### src/rtl/bank_stream_reader.sv
// rtl/bank_stream_reader.sv - sequential bank read engine feeding a valid/ready stream
//
// Reads len consecutive words from the coefficient bank starting at base_addr
// (addresses wrap at the bank depth) and presents them as a valid/ready stream.
// The bank read port has one cycle of latency; a 2-entry FIFO absorbs consumer
// backpressure.
//
// Ports:
//   clk, rst             clock and synchronous active-high reset
//   start                begin a transfer (only honoured while idle)
//   base_addr, len       first address and word count, latched on an accepted start
//   busy, done           transfer in progress / 1-cycle completion pulse
//   bank_en, bank_ren    bank enable and read enable (identical)
//   bank_a2              bank read address
//   bank_q               bank read data, valid the cycle after bank_ren
//   out_data, out_valid  stream head word and FIFO non-empty
//   out_last             head word is the final word of the transfer
//   out_ready            consumer accepts when out_valid && out_ready

module bank_stream_reader #(
   parameter int ADDR_W = 7,
   parameter int DATA_W = 256,
   parameter int DEPTH  = 128
) (
   input  logic              clk,
   input  logic              rst,
   input  logic              start,
   input  logic [ADDR_W-1:0] base_addr,
   input  logic [ADDR_W:0]   len,
   output logic              busy,
   output logic              done,
   output logic              bank_en,
   output logic              bank_ren,
   output logic [ADDR_W-1:0] bank_a2,
   input  logic [DATA_W-1:0] bank_q,
   output logic [DATA_W-1:0] out_data,
   output logic              out_valid,
   output logic              out_last,
   input  logic              out_ready
);

   typedef enum logic [1:0] {IDLE, RUN, DRAIN} state_t;

   localparam logic [ADDR_W:0] ONE     = (ADDR_W+1)'(1);
   localparam logic [ADDR_W:0] MAX_LEN = (ADDR_W+1)'(DEPTH);

   state_t            state;
   logic [ADDR_W-1:0] base_r;
   logic [ADDR_W:0]   len_r;
   logic [ADDR_W:0]   issued;
   logic [ADDR_W:0]   accepted;
   logic              rd_pend;

   logic [DATA_W-1:0] fifo_mem [2];
   logic              wr_ptr;
   logic              rd_ptr;
   logic [1:0]        fifo_cnt;

   logic              push;
   logic              pop;
   logic [2:0]        credit;

   assign pop  = out_valid && out_ready;
   assign push = rd_pend;

   // Occupancy after this edge, before counting a read issued this cycle.
   // A new read is allowed only if it still fits in the 2-entry FIFO.
   assign credit = {1'b0, fifo_cnt} + {2'b00, rd_pend} - {2'b00, pop};

   assign bank_ren = (state == RUN) && (issued < len_r) && (credit < 3'd2);
   assign bank_en  = bank_ren;
   assign bank_a2  = base_r + issued[ADDR_W-1:0];

   assign busy      = (state != IDLE);
   assign out_valid = (fifo_cnt != 2'd0);
   assign out_data  = fifo_mem[rd_ptr];
   // Words leave in order, so the accept count is the head word's index.
   assign out_last  = out_valid && (accepted == len_r - ONE);

   always_ff @(posedge clk) begin
      if (rst) begin
         state       <= IDLE;
         done        <= 1'b0;
         base_r      <= '0;
         len_r       <= '0;
         issued      <= '0;
         accepted    <= '0;
         rd_pend     <= 1'b0;
         fifo_mem[0] <= '0;
         fifo_mem[1] <= '0;
         wr_ptr      <= 1'b0;
         rd_ptr      <= 1'b0;
         fifo_cnt    <= '0;
      end else begin
         done    <= 1'b0;
         rd_pend <= bank_ren;

         // The bank holds Q while idle, so only capture on the cycle after a read.
         if (push) begin
            fifo_mem[wr_ptr] <= bank_q;
            wr_ptr           <= ~wr_ptr;
         end
         if (pop) begin
            rd_ptr   <= ~rd_ptr;
            accepted <= accepted + ONE;
         end
         fifo_cnt <= fifo_cnt + {1'b0, push} - {1'b0, pop};

         if (bank_ren) begin
            issued <= issued + ONE;
         end

         case (state)
            IDLE: begin
               if (start) begin
                  if (len == '0) begin
                     done <= 1'b1;
                  end else begin
                     base_r   <= base_addr;
                     len_r    <= (len > MAX_LEN) ? MAX_LEN : len;
                     issued   <= '0;
                     accepted <= '0;
                     state    <= RUN;
                  end
               end
            end
            RUN: begin
               if (bank_ren && (issued == len_r - ONE)) begin
                  state <= DRAIN;
               end
            end
            DRAIN: begin
               // Finish as soon as the last word is being accepted, so done
               // lands on the cycle right after the final handshake.
               if (!rd_pend && ((fifo_cnt == 2'd0) || ((fifo_cnt == 2'd1) && pop))) begin
                  state <= IDLE;
                  done  <= 1'b1;
               end
            end
            default: state <= IDLE;
         endcase
      end
   end

endmodule
### config.mk
export PLATFORM = sky130hd
export DESIGN_NAME = bank_stream_reader
export DESIGN_NICKNAME = d
export VERILOG_FILES = /design/src/rtl/bank_stream_reader.sv
export SDC_FILE = /design/constraint.sdc
export NUM_CORES = 1
export LEC_CHECK = 0
export BUFFER_PORTS_ARGS = -buffer_cell sky130_fd_sc_hd__buf_2
export CAP_MARGIN = 20
export CORE_MARGIN = 5
export CORE_UTILIZATION = 55
export DETAILED_ROUTE_END_ITERATION = 10
export GPL_TIMING_DRIVEN = 0
export PLACE_DENSITY_LB_ADDON = 0.05
export SETUP_SLACK_MARGIN = 0.05
export SLEW_MARGIN = 20
export SYNTH_ARGS = -nofsm -noshare
export SYNTH_HDL_FRONTEND = slang
export SYNTH_SLANG_ARGS = --single-unit
### constraint.sdc
create_clock -name clk -period 12.1 [get_ports clk]
set_input_delay 1.21 -clock clk [delete_from_list [all_inputs] [get_ports clk]]
set_output_delay 1.21 -clock clk [all_outputs]
set_load 0.03 [all_outputs]
-- Yosys cells after proc, flatten, opt, wreduce, memory -nomap -nowiden
Memory sizes are Yosys's and may differ from the RTL's. A register that Yosys moved wholly into a read port is not among the register bits.
Cells that the tools add are included.
- register bits after elaboration: 39
- memory bits (writable): 512
- bits of input ports: 275
- output and inout bits: 269
- word-level logic and storage cells: 79
- memories: 1
- add/sub/neg operators: 8
- $lt $le $gt $ge: 3
- equal/unequal tests: 9
- mux-type cells: 28
- bitwise logic cells: 3
- reductions and logical operators: 17
- memory list (memory ; depth ; width ; read ports ; clocked after memory_dff ; write ports ; RTL line ; RTL):
    fifo_mem ; 2 ; 256 ; 1 ; 1 ; 2 ; 54 ; logic [DATA_W-1:0] fifo_mem [2];
- operators with widths (kind ; count):
    256-bit 2-to-1 mux ; 1
    256-bit OR reduction ; 1
    8-bit 2-to-1 mux ; 9
    8-bit by 1-bit adder with 8-bit output (second input constant) ; 2
    8-bit equality test ; 2
    1-bit 2-to-1 mux ; 12
    8-bit greater-than comparator (second input constant) ; 1
    8-bit logical NOT ; 1
    8-bit less-than comparator ; 1
    2-bit 2-to-1 mux ; 4
    8-bit by 1-bit subtractor with 8-bit output (second input constant) ; 1
    7-bit adder ; 1
    1-bit logical AND ; 7
    2-bit inequality test (second input constant) ; 3
    2-bit case mux with 3 select lines ; 1
    2-bit by 1-bit equality test with 1-bit output (second input constant) ; 2
    2-bit logical NOT ; 2
    4-bit AND reduction ; 1
    2-bit nonzero test ; 2
    2-bit by 1-bit adder with 3-bit output ; 1
    3-bit by 2-bit less-than comparator with 1-bit output (second input constant) ; 1
    1-bit inverter ; 3
    3-bit AND reduction ; 1
    3-bit by 1-bit subtractor with 3-bit output ; 1
    7 further kinds ; 7

-- Depth between registers and ports, before layout
Gate-level depths: netlist of the first run.
- depth after elaboration: 9
- mapped depth: 12

-- Worst setup path before layout of the first run
OpenSTA, ideal clock, no wires.
- kind: in2reg
- start: in rst
- end: mem fifo_mem[0][0] (enable)
- library setup time: 0.617 ns
- arrival time: 6.638 ns
- data required time: 11.483 ns
- setup slack: 4.845 ns
- cell stages on the path: 2
- buffers on the path: 1
- path through: clkbuf_1 > a21o_1
- RTL lines (element ; RTL line ; RTL):
    from (decl) ; 26 ; input logic rst,
    to (decl) ; 54 ;

-- Final worst setup path of the first run
- start: in out_ready
- end: out bank_ren
- longest elaborated chain between the ends: 4
- ends and longest elaborated chain (element ; RTL line ; RTL):
    from (decl) ; 39 ; input logic out_ready
    1-bit logical AND ; 63 ; assign pop = out_valid && out_ready;
    3-bit by 1-bit subtractor with 3-bit output ; 68 ; assign credit = {1'b0, fifo_cnt} + {2'b00, rd_pend} - {2'b00, pop};
    3-bit by 2-bit less-than comparator with 1-bit output ; 70 ; assign bank_ren = (state == RUN) && (issued < len_r) && (credit < 3'd2);
    1-bit logical AND ; 70 ;
    to (decl) ; 33 ; output logic bank_ren,
No other way between the ends.

==> results of run 1 <==
-- logic make-up after synthesis --
| logic type | synth area share |
|---|---|
| and+or+nand+nor | 0.153 |
| DFF | 0.668 |
| muxes | 0.122 |
| buffers and inverters | 0.0177 |
| xor gates and xnor gates | 0.0180 |
| AOI/OAI and AO/OA | 0.00946 |
| adders and majority gates | 0.0110 |
-- power groups by stage --
stage	registers (mW)	logic, mW	clock network (mW)
5_1_grt	2.27	1.35	1.69
3_5_place_dp	2.30	1.29	0
4_1_cts	2.26	1.30	1.60
2_1_floorplan	2.31	0.872	0
3_3_place_gp	2.33	1.27	0
6_report	2.25	1.28	1.57
-- cell usage in the layout, fill, tap and decap left out, types with 18 or more instances in the layout --
cell and count:
sky130_fd_sc_hd__buf_2 546, sky130_fd_sc_hd__and2_1 512, sky130_fd_sc_hd__edfxtp_1 512, sky130_fd_sc_hd__mux2_2 256
sky130_fd_sc_hd__clkbuf_1 100, sky130_fd_sc_hd__clkbuf_16 56, sky130_fd_sc_hd__dfxtp_1 40, sky130_fd_sc_hd__nor2_1 35
sky130_fd_sc_hd__xnor2_1 26, sky130_fd_sc_hd__inv_1 20, sky130_fd_sc_hd__diode_2 19, sky130_fd_sc_hd__ha_1 18
-- cell type report --
type                    count  area, um2
plain buffers              92        353
diodes                     19       47.5
well taps                 585        732
clock buffers              72       1470
fillers                  3194      13600
flip-flops and latches    552      16200
inverters                  20       75.1
clock inverters            30        174
multi-input cells         974       7610
repair buffers            555       3000
-- worst max-delay path by stage --
stage | start | endpoint | cells past startpoint | slack (ns)
after floorplan | rst | fifo_mem[0][0] | 2 | 4.85
after global placement | rst | fifo_mem[0][192] | 3 | 1.21
after detailed placement | out_ready | bank_ren | 14 | 7.22
after CTS | out_ready | bank_ren | 14 | 7.21
after global routing | out_ready | bank_ren | 14 | 7.00
final | out_ready | bank_ren | 14 | 7.18
-- stage by stage --
step	hold WS, ns	power [mW]	instance area (um2)	worst slack (ns)
after floorplan	0.470	3.18	24200	4.85
after global placement	0.487	3.60	27700	1.21
after detailed placement	0.499	3.59	28000	7.22
after CTS	0.513	5.15	29600	7.21
after global routing	0.545	5.31	29600	7.00
final	0.508	5.11	29600	7.18
-- sequential cells by signal (all words and copies together), names as in the netlist, named ones only --
name      cells
len_r         8
state         2
fifo_cnt      2
issued        8
push          1
fifo_mem    512
accepted      8
rd_ptr        1
wr_ptr        1
done          1
base_r        7
-- layer usage --
metal | part of all wire | wire length, um | GRT usage
met1 | 0.36 | 22200 | 0.284
met2 | 0.51 | 31600 | 0.428
met3 | 0.090 | 5550 | 0.0856
met4 | 0.032 | 1940 | 0.0913
met5 | 0.0027 | 168 | 0
-- worst max-delay path, delay by kind of cell --
family	cells	cell delay [ns]
AOI/OAI and AO/OA	2	0.46
adders and majority gates	2	0.55
xor gates and xnor gates	2	0.38
and+or+nand+nor	2	0.32
buffers and inverters	6	0.80
==> impl_metrics.toml, run 1 <==
[critical_path]
reg2reg_slack_ns = 8.86
timing.critical_path.mode_cell = "sky130_fd_sc_hd__buf_2"
path_max_fanout = 10
setup_crit_start_kind = "input port"
worst-r2r-cell-count = 6
ordered_cell_list_for_the_critical_path = "buf_2 > o21ai_0 > xnor2_1 > ha_1 > inv_1 > fa_1 > xnor2_1 > nand4_1 > a21oi_1 > nand2_1 > buf_2 > inv_1 > buf_4 > buf_2"
crit-reg2reg-capture = "fifo_mem[1][219]"
kind_of_end_point_of_the_critical_path = "output pin"
max_stage_delay_ns = 0.38
critical_path.reg2reg.startpoint = "push"
setup.worst_path.class = "input port to output pin"
worst_ep_required_time_ns = 10.89
arrival_ns = 3.71
slowest_stage = "sky130_fd_sc_hd__fa_1"

[clocking]
cts_root_buf = "sky130_fd_sc_hd__clkbuf_16"
clk_transition_reported_paths_ns = 0.06
post_cts_setup_repair_buffer_count = 0
clock_latency_ns = 0.60
maximum_buffer_depth_of_the_clock_tree = 3
clock_sink_count = 552
cts-htree-levels = 2
cts_hold_buf = 0
tritoncts.num_buffers = 55
resized_gates_after_cts = 0
tritoncts = "done"

[routing]
dr.first_iter.drc_count = 1116
drt-pass1-iter-count = 5
route.detailed.vias_per_inst = 5.20
wire_per_inst_um = 21.2
drc_errors = 0
wirelength_um = 61500
detail-route-antenna-nets = 0
route.vias.total = 15069

[power]
p_leak_nw = 12.3
netSwitchingFraction = 0.308
power.share.combinational = 0.251
power.sequential.fraction = 0.441
netSwitchingPower_mw = 1.57
cell_internal_pwr_mw = 3.54
worst_ir_drop_vdd_uv = 124
power.density_cell_area_nw_per_um2 = 172
power.share.clock = 0.308

[timing]
clock-skew-final_ns = 0.0212
setup_viol = 0
grt_setup_unrepaired = "false"
layout_worst_path_cycle_share = 0.406
tightest_slew_ns = 0.900
post-route-min-period_ns = 4.92
timing_max_transition_violations_final = 0
final-hold-violation-count = 0
timing.slew.headroom = 0.400
setup_tns_ns = 0
clock.fmax_ghz = 0.203

[yosys]
synth_seq_cells = 552
synth_area_per_cell_um2 = 14.8
async_reset_ff_frac = 0
synth_edf_count = 512
netlist-cell-type-count = 42
synth_top_cell_by_area = "sky130_fd_sc_hd__edfxtp_1"
syn-instance-count = 1638
ys_warn_count = 0
syn_area_um2 = 24200
yosys-top-cells-count = "sky130_fd_sc_hd__and2_1, sky130_fd_sc_hd__edfxtp_1, sky130_fd_sc_hd__mux2_2, sky130_fd_sc_hd__clkbuf_1, sky130_fd_sc_hd__dfxtp_1"
synth_sequential_area_ratio = 0.668
syn-num-nets = 1933
ys.flop_type = "sky130_fd_sc_hd__edfxtp_1"
yosys-top-cells-area = "sky130_fd_sc_hd__edfxtp_1, sky130_fd_sc_hd__and2_1, sky130_fd_sc_hd__mux2_2, sky130_fd_sc_hd__dfxtp_1, sky130_fd_sc_hd__clkbuf_1"
synth_top_cell_area_share = 0.635

[worst_hold_path]
hold_path_startpoint = "base_r[3]"
kind_of_path_behind_the_tightest_hold_check = "flop to flop"
whs_endpoint = "base_r[3]"
hold_depth = 2

[die]
initial_utilization = 0.560
core_area_um2 = 43300
rows = 76
die_x_um = 220
vertical_die_dimension_um = 220
ios = 544
die_outline_area_um2 = 48300

[run_status]
status = "completed"

[placed_design]
port_buffers = 543
post-dp-hpwl_um = 45300
gp_congestion = 0.835
placed_cells = 2778

[grt]
wire_length_of_the_first_global_routing_pass_um = 89500
grt_antenna_before_repair = 33
grt_pass1_vias = 15442
grt_max_degree = 50
globalRoute.totalOverflow = 0
global_route.usage.total = 0.247

[finish]
drive_gt1_frac = 0.390
nets_final = 2545
final_cells = 2899
area_growth_syn_to_layout_pct = 22.5
final_core_util = 0.685

[run]
max_cap_viol_count = 0
Note: power is estimated with default switching activity, not from simulation.
==> run 2, diff against run 1 <==
==> constraint.sdc (replaced) <==
create_clock -name clk -period 4.6 [get_ports clk]
set_input_delay 0.46 -clock clk [delete_from_list [all_inputs] [get_ports clk]]
set_output_delay 0.46 -clock clk [all_outputs]
set_load 0.03 [all_outputs]
==> impl_metrics.toml, run 2 (synthesis gave the netlist of run 1 again) <==
[timing]
timing.slew.headroom = 0.285
hold_slack_ns = 0.0978
clock.fmax_ghz = 0.248
grt_setup_unrepaired = "false"
timing_max_transition_violations_final = 0
clock-skew-final_ns = 0.0161
final-hold-violation-count = 0
post-route-min-period_ns = 4.04
setup_viol = 0
tightest_slew_ns = 1.07
layout_worst_path_cycle_share = 0.877

[power]
worst_ir_drop_vdd_uv = 367
p_leak_nw = 12.3
power.density_cell_area_nw_per_um2 = 458

[routing]
dr.first_iter.drc_count = 950
drc_errors = 0
drt-pass1-iter-count = 4
wire_per_inst_um = 21.5
detail-route-antenna-nets = 0
route.detailed.vias_per_inst = 5.19
wirelength_um = 62100
route.vias.total = 15021

[placed_design]
port_buffers = 543
post-dp-hpwl_um = 45600
gp_congestion = 0.813

[die]
rows = 76
core_area_um2 = 43300
die_x_um = 220
vertical_die_dimension_um = 220
initial_utilization = 0.560
die_outline_area_um2 = 48300
ios = 544

[finish]
most-common-layout-cells = "sky130_fd_sc_hd__buf_2, sky130_fd_sc_hd__and2_1, sky130_fd_sc_hd__edfxtp_1"
flip_flop_count_of_the_largest_register_after_layout = 512
final_core_util = 0.686
nets_final = 2546
drive_gt1_frac = 0.393
final_common_cell = "sky130_fd_sc_hd__buf_2"
area_growth_syn_to_layout_pct = 22.7
max_flop_register = "fifo_mem"

[clocking]
tritoncts = "done"
cts_hold_buf = 0
post_cts_setup_repair_buffer_count = 0
maximum_buffer_depth_of_the_clock_tree = 3
cts_root_buf = "sky130_fd_sc_hd__clkbuf_16"
clock_latency_ns = 0.60
cts-htree-levels = 2
clock_sink_count = 552
resized_gates_after_cts = 0
tritoncts.num_buffers = 56
clk_transition_reported_paths_ns = 0.06

[critical_path]
kind_of_end_point_of_the_critical_path = "output pin"
arrival_ns = 3.58
setup.worst_path.class = "flop to output pin"
path_max_fanout = 10
worst_ep_required_time_ns = 4.14
setup_crit_start_kind = "flop"

[grt]
grt_pass1_vias = 15262
global_route.usage.total = 0.249
wire_length_of_the_first_global_routing_pass_um = 89900
globalRoute.totalOverflow = 0
grt_max_degree = 54
grt_antenna_before_repair = 28

[run]
max_cap_viol_count = 0

[worst_hold_path]
kind_of_path_behind_the_tightest_hold_check = "input port to flop"

[run_status]
status = "completed"
run 2: path summary, 6_finish.rpt:
check                                  from          endpoint  slack [ns]  cells after the start
worst max-delay path            fifo_cnt[1]          bank_ren        0.56                     13
worst min-delay path                 len[2]          len_r[2]         0.1                      3
worst max register to register         push  fifo_mem[1][190]        0.99                      8
worst min register to register    base_r[5]         base_r[5]        0.51                      2
run 2: stage by stage:
| stage | worst slack [ns] | cells | total power [mW] | TNS [ns] | area (um2) |
|---|---|---|---|---|---|
| 6_report | 0.564 | 2892 | 13.6 | 0 | 29700 |
| 5_1_grt | 0.299 | 2889 | 14.1 | 0 | 29700 |
| 4_1_cts | 0.517 | 2880 | 13.7 | 0 | 29700 |
| 3_5_place_dp | 0.757 | 2778 | 9.44 | 0 | 28000 |
| 3_3_place_gp | -1.91 | 2766 | 9.42 | -697.98 | 27700 |
| 2_1_floorplan | 0.335 | 1638 | 8.34 | 0 | 24200 |
run 2: area by class of cell:
type	count	area, um2
clock inverter	33	233
clock buffer	69	1480
sequential	552	16200
multi-input combinational	974	7610
buffer	92	353
timing repair buffer	555	3000
tap	585	732
fill	3203	13600
antenna	12	30.0
inverter	20	75.1
run 2: routing by layer:
layer  routed length, um  global-route usage
met4                2260              0.0990
met5                 198                   0
met3                5500              0.0842
met2               31600               0.428
met1               22500               0.289
run 2: report_power, final:
part	switching [mW]	internal [mW]	total, mW	leakage (nW)
clock	1.86	2.44	4.30	0.856
sequential	0.0970	5.84	5.94	5.63
combinational	2.20	1.17	3.37	5.83
run 2: worst max-delay path, stage by stage, from the launching register on:
cell and delay (ns):
sky130_fd_sc_hd__dfxtp_1 0.37, sky130_fd_sc_hd__o21ai_0 0.49, sky130_fd_sc_hd__xnor2_1 0.19, sky130_fd_sc_hd__ha_1 0.16
sky130_fd_sc_hd__inv_1 0.05, sky130_fd_sc_hd__fa_1 0.37, sky130_fd_sc_hd__xnor2_1 0.16, sky130_fd_sc_hd__nand4_1 0.13
sky130_fd_sc_hd__a21oi_1 0.26, sky130_fd_sc_hd__nand2_1 0.20, sky130_fd_sc_hd__buf_2 0.24, sky130_fd_sc_hd__inv_1 0.09
sky130_fd_sc_hd__buf_4 0.10, sky130_fd_sc_hd__buf_2 0.18
